[src/rtl/alu_share_arbiter.sv]
// Round-robin arbiter sharing one combinational integer ALU between two cores,
// with a per-core registered response slot under valid/ready and a contention counter.
module alu_share_arbiter #(
    parameter int DATA_W = 32,
    parameter int OP_W   = 4,
    parameter int CNT_W  = 16
) (
    input  logic              clk,
    input  logic              rst_n,
    input  logic              req0_valid,
    output logic              req0_ready,
    input  logic [DATA_W-1:0] req0_a,
    input  logic [DATA_W-1:0] req0_b,
    input  logic [OP_W-1:0]   req0_op,
    input  logic              req1_valid,
    output logic              req1_ready,
    input  logic [DATA_W-1:0] req1_a,
    input  logic [DATA_W-1:0] req1_b,
    input  logic [OP_W-1:0]   req1_op,
    output logic              rsp0_valid,
    input  logic              rsp0_ready,
    output logic [DATA_W-1:0] rsp0_result,
    output logic              rsp0_zero,
    output logic              rsp0_err,
    output logic              rsp1_valid,
    input  logic              rsp1_ready,
    output logic [DATA_W-1:0] rsp1_result,
    output logic              rsp1_zero,
    output logic              rsp1_err,
    output logic [DATA_W-1:0] alu_operand_a,
    output logic [DATA_W-1:0] alu_operand_b,
    output logic [OP_W-1:0]   alu_control,
    input  logic [DATA_W-1:0] alu_result,
    input  logic              alu_zero,
    output logic [CNT_W-1:0]  conflict_cnt
);

    localparam logic [OP_W-1:0] OP_MAX = OP_W'(9);

    logic elig0, elig1;
    logic grant0, grant1;
    logic rr_last;
    logic illegal_op;

    function automatic logic [CNT_W-1:0] sat_inc(input logic [CNT_W-1:0] v);
        return (&v) ? v : v + CNT_W'(1);
    endfunction

    // A slot is eligible when it is empty or being drained on this same edge.
    assign elig0 = req0_valid & (~rsp0_valid | rsp0_ready);
    assign elig1 = req1_valid & (~rsp1_valid | rsp1_ready);

    // rr_last == 1 means requester 1 won most recently, so requester 0 has priority.
    assign grant0 = elig0 & (~elig1 | rr_last);
    assign grant1 = elig1 & (~elig0 | ~rr_last);

    assign req0_ready = grant0;
    assign req1_ready = grant1;

    always_comb begin
        alu_operand_a = '0;
        alu_operand_b = '0;
        alu_control   = '0;
        if (grant0) begin
            alu_operand_a = req0_a;
            alu_operand_b = req0_b;
            alu_control   = req0_op;
        end else if (grant1) begin
            alu_operand_a = req1_a;
            alu_operand_b = req1_b;
            alu_control   = req1_op;
        end
    end

    assign illegal_op = (alu_control > OP_MAX);

    always_ff @(posedge clk or negedge rst_n) begin
        if (!rst_n) begin
            rr_last <= 1'b1;
        end else if (grant0) begin
            rr_last <= 1'b0;
        end else if (grant1) begin
            rr_last <= 1'b1;
        end
    end

    // Response slot 0: reload on grant, otherwise clear once drained.
    always_ff @(posedge clk or negedge rst_n) begin
        if (!rst_n) begin
            rsp0_valid  <= 1'b0;
            rsp0_result <= '0;
            rsp0_zero   <= 1'b0;
            rsp0_err    <= 1'b0;
        end else if (grant0) begin
            rsp0_valid  <= 1'b1;
            rsp0_result <= illegal_op ? '0 : alu_result;
            rsp0_zero   <= illegal_op ? 1'b1 : alu_zero;
            rsp0_err    <= illegal_op;
        end else if (rsp0_ready) begin
            rsp0_valid  <= 1'b0;
        end
    end

    // Response slot 1: same policy as slot 0.
    always_ff @(posedge clk or negedge rst_n) begin
        if (!rst_n) begin
            rsp1_valid  <= 1'b0;
            rsp1_result <= '0;
            rsp1_zero   <= 1'b0;
            rsp1_err    <= 1'b0;
        end else if (grant1) begin
            rsp1_valid  <= 1'b1;
            rsp1_result <= illegal_op ? '0 : alu_result;
            rsp1_zero   <= illegal_op ? 1'b1 : alu_zero;
            rsp1_err    <= illegal_op;
        end else if (rsp1_ready) begin
            rsp1_valid  <= 1'b0;
        end
    end

    always_ff @(posedge clk or negedge rst_n) begin
        if (!rst_n) begin
            conflict_cnt <= '0;
        end else if (elig0 & elig1) begin
            conflict_cnt <= sat_inc(conflict_cnt);
        end
    end

endmodule

[config.mk]
export PLATFORM = sky130hd
export DESIGN_NAME = alu_share_arbiter
export DESIGN_NICKNAME = d
export VERILOG_FILES = /design/src/rtl/alu_share_arbiter.sv
export SDC_FILE = /design/constraint.sdc
export NUM_CORES = 1
export LEC_CHECK = 0
export BUFFER_PORTS_ARGS = -buffer_cell sky130_fd_sc_hd__clkbuf_2
export CORE_AREA = 3 3 128 130
export CTS_BUF_LIST = sky130_fd_sc_hd__clkbuf_16
export CTS_CLUSTER_DIAMETER = 100
export DETAILED_ROUTE_END_ITERATION = 8
export DIE_AREA = 0 0 131 133
export PLACE_DENSITY = 0.65
export SYNTH_ARGS = -nofsm -noshare
export SYNTH_HDL_FRONTEND = slang
export SYNTH_SLANG_ARGS = --single-unit
[constraint.sdc]
create_clock -name clk -period 2.3 [get_ports clk]
set_input_delay 0.23 -clock clk [delete_from_list [all_inputs] [get_ports clk]]
set_output_delay 0.23 -clock clk [all_outputs]
set_load 0.01 [all_outputs]
== Yosys cells after proc, flatten, opt, wreduce, memory -nomap -nowiden ==
Index checks and enable logic that the tools add are counted.
Storage, ports and cells
  bits in latches: 0
  memories kept: 0
  bits in registers: 87
  logic and storage cells: 46
  RAM bits: 0
  bits in read-only memories: 0
Operators by class
  reductions and logical operators: 5
  $lt $le $gt $ge: 1
  eq/ne operators: 0
  muxes and demuxes: 14
  add/sub/neg operators: 1
  divide/modulo/power cells: 0
  shift-type cells: 0
  multipliers: 0
  bitwise operators: 15
Operators with widths (count)
  $mux W32: 5
  $add A16 B1 Y16 const B: 1
  $reduce_and A16 Y1: 1
  $mux W4: 2
  $mux W1: 7
  $not A1 Y1: 6
  $reduce_bool A2 Y1: 3
  $and A1 B1 Y1: 5
  $gt A4 B4 Y1 const B: 1
  $or A1 B1 Y1: 4
  $reduce_and A2 Y1: 1

== Depth between registers and ports, before layout ==
Gate-level depths: netlist (run 1).
  depth in word-level cells: 10
  gate-level depth with buffers: 9

== Least setup slack after synthesis (run 1) ==
OpenSTA, ideal clock, no wires.
  path kind: flip-flop to flip-flop
  start: reg conflict_cnt[0]
  end: reg conflict_cnt[1]
  data arrival time: 1.589 ns
  setup slack: 0.587 ns
  path buffers: 0
  required time: 2.175 ns
  cell stages (with the launch flop): 5
  path through: dfrtp_1 -> ha_1 -> and3_1 -> a31oi_1 -> mux2_2
Between the ends
  word-level cells in the longest chain between the ends: 3
RTL lines
  start: declaration: RTL line 35  | output logic [CNT_W-1:0] conflict_cnt
  start signal: assignment: RTL line 125  | conflict_cnt <= sat_inc(conflict_cnt);
  parallel branches: the longest is 3 deep, another holds $add A16 B1 Y16
Several ways; the timed one is not identified.
A chain may end at the register's enable or synchronous reset.

== Final worst setup path (run 1) ==
  start: reg rsp1_valid
  end: out alu_operand_b[10]
Between the ends
  word-level cells in the longest chain between the ends: 7
RTL lines
  start: declaration: RTL line 25  | output logic rsp1_valid,
  start signal: assignment: RTL line 107  | rsp1_valid <= 1'b0;
  start signal: assignment: RTL line 112  | rsp1_valid <= 1'b1;
  start signal: assignment: RTL line 117  | rsp1_valid <= 1'b0;
  $not A1 Y1 (*): RTL line 51  | assign elig1 = req1_valid & (~rsp1_valid | rsp1_ready);
  $or A1 B1 Y1 (*): RTL line 51
  $and A1 B1 Y1 (*): RTL line 51
  $not A1 Y1: RTL line 54  | assign grant0 = elig0 & (~elig1 | rr_last);
  $or A1 B1 Y1: RTL line 54
  $and A1 B1 Y1: RTL line 54
  $mux W32 (*): RTL line 64  | if (grant0) begin
  end: declaration: RTL line 31  | output logic [DATA_W-1:0] alu_operand_b,
Mark *: on every way between the ends. The rest lies on a longest branch, timed or not.

==> results of run 1 <==
## through the flow
| stage | setup slack (ns) | std cells | power (mW) | util, % | hold WS [ns] |
|---|---|---|---|---|---|
| 2_1_floorplan | 0.587 | 459 | 3.00 | - | -0.0656 |
| 3_3_place_gp | 0.0637 | 977 | 4.01 | 40.1 | 0.244 |
| 3_5_place_dp | 0.0770 | 977 | 4.03 | 40.1 | 0.245 |
| 4_1_cts | 0.00747 | 993 | 5.57 | 42.4 | 0.105 |
| 5_1_grt | 0.00997 | 999 | 5.85 | 42.6 | 0.120 |
| 6_report | 0.103 | 999 | 5.54 | 42.6 | 0.114 |
## metal layers
layer	share of wire, %	routed length (um)
met1	41	9610
met2	47	11000
met3	8.6	2000
met4	3.0	692
met5	0.13	31
## sequential cells by signal, summed over array words and instances, names as in the netlist
| register | count |
|---|---|
| rsp1_result | 32 |
| rsp0_result | 32 |
| rsp1_err | 1 |
| rsp1_valid | 1 |
| rsp0_err | 1 |
| rsp0_zero | 1 |
| conflict_cnt | 16 |
| rr_last | 1 |
| rsp0_valid | 1 |
| rsp1_zero | 1 |
## power breakdown
part / total [mW] / switching (mW) / leakage (nW) / internal [mW]
Combinational: 1.94 / 1.16 / 2.41 / 0.775
Clock: 1.53 / 0.593 / 0.152 / 0.935
Sequential: 2.07 / 0.225 / 1.11 / 1.85
Total: 5.54 / 1.98 / 3.67 / 3.56
## cell usage in the layout (no fill, tap or decap), types with 3 or more instances in the layout
cell       count
clkbuf_2     329
nand2_1      139
dfrtp_1       86
a22o_1        55
nand3_1       34
o21ai_0       34
a22o_2        13
buf_4         10
nor2_1         9
clkbuf_16      9
xnor2_1        8
nand4_1        6
inv_1          5
diode_2        4
xor2_1         4
a31oi_1        4
a21o_1         3
buf_12         3
## repair_timing
action	4_1_cts	5_1_grt
hold buffers	1	0
setup endpoints to repair	21	18
resized for setup	16	2
endpoints found under the hold margin	37	0
buffers inserted	0	2
## final cells by class
type / count / share of cell area [%]
diodes: 4 / 0.154
clock buffers: 9 / 3.47
clock inverters: 6 / 1.21
inverters: 5 / 0.404
multi-input cells: 332 / 29.2
flip-flops and latches: 87 / 33.5
well taps: 211 / 4.06
repair buffers: 345 / 28.0
## how the worst max path moves through the flow
stage,start,endpoint,slack [ns],cells after the start
2_1_floorplan,conflict_cnt[0]$_DFFE_PN0P_,conflict_cnt[1]$_DFFE_PN0P_,0.59,4
3_3_place_gp,rsp0_ready,alu_operand_b[10],0.06,8
3_5_place_dp,rsp0_ready,alu_operand_b[10],0.08,8
4_1_cts,rsp0_valid$_DFFE_PN0P_,alu_operand_b[10],0.007,7
5_1_grt,rsp1_valid$_DFFE_PN0P_,alu_operand_b[8],0.01,7
6_report,rsp1_valid$_DFFE_PN0P_,alu_operand_b[10],0.10,7
## worst max-delay path: stages, from the launching register on
cell	delay, ns
dfrtp_1	0.39
nand2b_2	0.11
nand2_2	0.10
o21ai_4	0.19
inv_4	0.11
buf_8	0.19
a22o_2	0.36
clkbuf_2	0.16
## logic make-up after synthesis
kind of cell,Yosys count
AO/OA/AOI/OAI,117
XOR/XNOR,12
adder cells (fa/ha/maj),1
buffers and inverters,40
flip-flops,87
multiplexers,1
AND/OR/NAND/NOR,201
==> out/results.ini, run 1 <==
[timing]
fmax_mhz=455
post-route-min-period_ns=2.20
hold_viol_final=0
slew_viol_final=0
relSlewSlack_pct=56.9
period_share_pct=95.5
setup_viol=0
rsz0062_at_grt=false
setup_tns_ns=0
clock_skew_ns=0.00942
tightest_slew_ns=0.646

[yosys]
synth_top_family_by_area=compound AO/OA/AOI/OAI gates
synth_compound_area_share_pct=20.4
ys.flop_type=dfrtp_1
yosysTopAreaCellShare_pct=50.2
synth-edff-count=0
syn_inst=459
syn_nets=635
synthMostInstantiatedCell=nand2_1
synth-simple-area-share_pct=20.3
synthXorXnorAreaFrac_pct=2.45
synth_top_cell_by_area=dfrtp_1
yosys_register_bits=87
muxShareOfSynthArea_pct=0.263
synthArstFlopShare_pct=100
synth_area_um2=4290
synth.avg_cell_area_um2=9.34
synth_common_cells=nand2_1 (139), dfrtp_1 (86), a22o_1 (68)
synth.area.top_cells=dfrtp_1 (50%), a22o_1 (14%), nand2_1 (12%), nand3_1 (4.0%), o21ai_0 (4.0%)
synth_adder_area_share_pct=0.292
synth_cell_types=38
ys_seq_area_share_pct=50.8
ys_warn_count=0

[worst_hold_path]
hold_path.class=in2reg
hold_depth=3
min_to=rsp1_result[4]$_DFFE_PN0N_
hp-start=alu_result[4]

[worst_setup_path]
r2r_setup_slack_ns=0.42
arrival_ns=1.97
start_kind=flip-flop
timing.rr.start=conflict_cnt[0]$_DFFE_PN0P_
worst-setup-path-type=reg2out
cp.required_ns=2.07
r2r_end=conflict_cnt[10]$_DFFE_PN0P_
cp_max_fo=24
end_kind=output pin
reg2regPathDepth=6

[clocking]
cts_tree=yes
insertion_delay_ns=0.34
clkTransAtPathRegs_ns=0.07
numCtsBuffers=9
cts-root-buf=clkbuf_16
ctsHtreeMaxLevel=3
clockBufferDepth=2
cts_sinks=87

[floorplanning]
die_height_um=133
initial_core_util_pct=28.1
core_region_area_um2=15300
dieArea_um2=17400
fp.dieW_um=131
ioPinCount=331
num_rows=45

[global_routing]
grt_max_degree=70
gr-total-overflow=0
grt-busiest-layer=met2
use_met1_pct=33.8
antenna_found_initial=6
gr-usage-met2_pct=41.5
grt.total_usage_pct=26.1
grt_pass1_vias=4772
grtUsageMet3_pct=7.51
grt_pass1_wl_mm=32.5

[detailed_routing]
drtIter0Drc=344
drc_errors=0
firstDrtPassIters=5
antenna_left=0
routed_wl_mm=23.4
routedWlPerCell_um=23.4
vias_per_cell=4.97
via_count=4961

[cells_and_area]
syn_to_final_growth_pct=51.6
multi_input_area_um2=1900
fin_area_um2=6500
regArea_um2=2180
layout-drive-gt1-share_pct=48.9
nNetsFinal=956
fillers=1591

[place]
dp_hpwl_mm=19.2
placed_area_um2=6120
io_buffers=330
gp_congestion=1.01

[outcome]
status=completed

[power]
peakVddDrop_uv=431
powerDensity_nw_per_um2=853
p_leak_nw=3.67

[run]
drv_cap=0

No activity file was read; power rests on OpenSTA's default activity.
==> run 2, diff against run 1 <==
ABC_CLOCK_PERIOD_IN_PS = 2300   (was unset)
RECOVER_POWER = 100   (was unset)
==> out/results.ini, run 2 (synthesis gave the netlist of run 1 again) <==
[timing]
slew_viol_final=0  ; unchanged
worst_hold_slack_ns=0.118  ; +0.00397 ns
hold_viol_final=0  ; unchanged
relSlewSlack_pct=35.6  ; -21 points
clock_skew_ns=0.00767  ; -0.00175 ns
tightest_slew_ns=0.966  ; +0.320 ns
rsz0062_at_grt=false
setup_tns_ns=0  ; unchanged
fmax_mhz=454  ; -0.37%
post-route-min-period_ns=2.20  ; +0.00809 ns
period_share_pct=95.9  ; +0.35 points
setup_viol=0  ; unchanged

[floorplanning]
core_region_area_um2=15300  ; unchanged
die_height_um=133  ; unchanged
num_rows=45  ; unchanged
ioPinCount=331  ; unchanged
dieArea_um2=17400  ; unchanged
initial_core_util_pct=28.1  ; unchanged
fp.dieW_um=131  ; unchanged

[worst_setup_path]
start_kind=flip-flop
r2r_setup_slack_ns=0.34  ; -0.08 ns
cp_max_fo=38  ; +58%
arrival_ns=1.97  ; about the same
slowest_stage=dfrtp_1
path_cells=nand2b_4 > and2_4 > a21o_1 > clkinv_4 > buf_12 > a22o_1 > clkbuf_2
worst-setup-path-type=reg2out
cp.required_ns=2.07  ; about the same
end_kind=output pin
max_stage_delay_ns=0.39  ; about the same

[cells_and_area]
multi_input_area_um2=1890  ; -0.53%
syn_to_final_growth_pct=46.9
fin_cells=999  ; unchanged
regArea_um2=2180  ; unchanged
reg_top3=rsp0_result: 32 flops, rsp1_result: 32 flops, conflict_cnt: 16 flops
final_common_cell=clkbuf_2
nNetsFinal=956  ; unchanged
final_cell_mix=clkbuf_2 (201), nand2_1 (139), clkbuf_1 (133)
fillers=1643  ; +3.3%
layout-drive-gt1-share_pct=31.3  ; -18 points

[clocking]
insertion_delay_ns=0.34  ; about the same
ctsHtreeMaxLevel=3  ; unchanged
numCtsBuffers=9  ; unchanged
clkTransAtPathRegs_ns=0.07  ; about the same
cts-root-buf=clkbuf_16
cts_sinks=87  ; unchanged
clockBufferDepth=2  ; unchanged
cts_tree=yes

[power]
p_leak_nw=3.24  ; -12%
powerDensity_nw_per_um2=859  ; +0.74%
peakVddDrop_uv=423  ; -1.7%
fin_total_pwr_mw=5.41  ; -2.4%

[detailed_routing]
routed_wl_mm=23.4  ; about the same
antenna_left=0  ; unchanged
via_count=4923  ; -0.77%
firstDrtPassIters=5  ; unchanged
routedWlPerCell_um=23.4  ; about the same
drc_errors=0  ; unchanged
vias_per_cell=4.93  ; -0.77%
drtIter0Drc=326  ; -5.2%

[place]
gp_congestion=1.01  ; unchanged
dp_hpwl_mm=19.2  ; unchanged
io_buffers=330  ; unchanged
place_inst=977  ; unchanged

[run]
drv_cap=0  ; unchanged

[global_routing]
grt_max_degree=70  ; unchanged
grt_pass1_vias=4772  ; unchanged
antenna_found_initial=6  ; unchanged
gr-total-overflow=0  ; unchanged
grt_pass1_wl_mm=32.5  ; unchanged
grt.total_usage_pct=26.1  ; unchanged

[outcome]
status=completed

[worst_hold_path]
hold_path.class=in2reg

## run 2: changes by cell type in the layout (fill, tap and decap cells not counted)
cell      change
clkbuf_1    +133
clkbuf_2    -128
buf_4         -6
a22o_1        +4
a22o_2        -4
clkbuf_4      +2
buf_12        -1
nor3_1        +1
nor3_2        -1
or2_0         +1
or2_1         -1
## run 2: path summary, 6_finish.rpt
kind / endpoint / depth (start not counted) / startpoint
max in group asynchronous: rsp1_zero$_DFFE_PN0N_ / 3 / rst_n
min: rsp1_result[4]$_DFFE_PN0N_ / 3 / alu_result[4]
max: alu_operand_a[3] / 7 / rsp0_valid$_DFFE_PN0P_
max reg2reg: rsp1_zero$_DFFE_PN0N_ / 8 / rsp0_valid$_DFFE_PN0P_
min in group asynchronous: conflict_cnt[6]$_DFFE_PN0P_ / 2 / rst_n
min reg2reg: rsp1_result[0]$_DFFE_PN0N_ / 2 / rsp1_result[0]$_DFFE_PN0N_
## run 2: cell type report
| class | count | area share [%] |
|---|---|---|
| Antenna cell | 4 | 0.159 |
| Timing Repair Buffer | 345 | 25.8 |
| Multi-Input combinational cell | 332 | 30.0 |
| Inverter | 5 | 0.417 |
| Clock buffer | 9 | 3.58 |
| Sequential cell | 87 | 34.6 |
| Tap cell | 211 | 4.19 |
| Clock inverter | 6 | 1.25 |
## run 2: per-stage QoR
step | area, um2 | setup slack (ns) | util, %
after CTS | 6470 | 0.00747 | 42.4
after global routing | 6300 | 0.0110 | 41.3
after detailed placement | 6120 | 0.0770 | 40.1
final | 6300 | 0.0952 | 41.3
after global placement | 6120 | 0.0637 | 40.1
after floorplan | 4290 | 0.587 | -
## run 2: metal layers
metal,global-route usage (%),up-vias,share of wire (%)
met4,8.80,4,3.1
met2,41.5,292,47
li1,-,2248,-
met5,0,-,0.11
met3,7.51,40,8.7
met1,33.8,2339,41
## run 2: power by group
group          internal, mW  switching [mW]
Clock                 0.934           0.587
Combinational         0.654            1.16
Sequential             1.85           0.223
Total                  3.44            1.97
## run 2: repair_timing
| item | CTS | global route |
|---|---|---|
| endpoints found under the hold margin | 37 | 0 |
| setup buffers | 0 | 2 |
| endpoints found under the setup margin | 21 | 18 |
| gates resized for setup | 16 | 2 |
| hold buffers | 1 | 0 |
| gates cloned | 0 | 0 |
| pin swaps | 0 | 0 |
## run 2: critical path: cells and delay by family, from the launching register on
kind                   cells  cell delay (ns)
AO/OA/AOI/OAI              2             0.50
flip-flops                 1             0.39
AND/OR/NAND/NOR            2             0.25
buffers and inverters      3             0.47
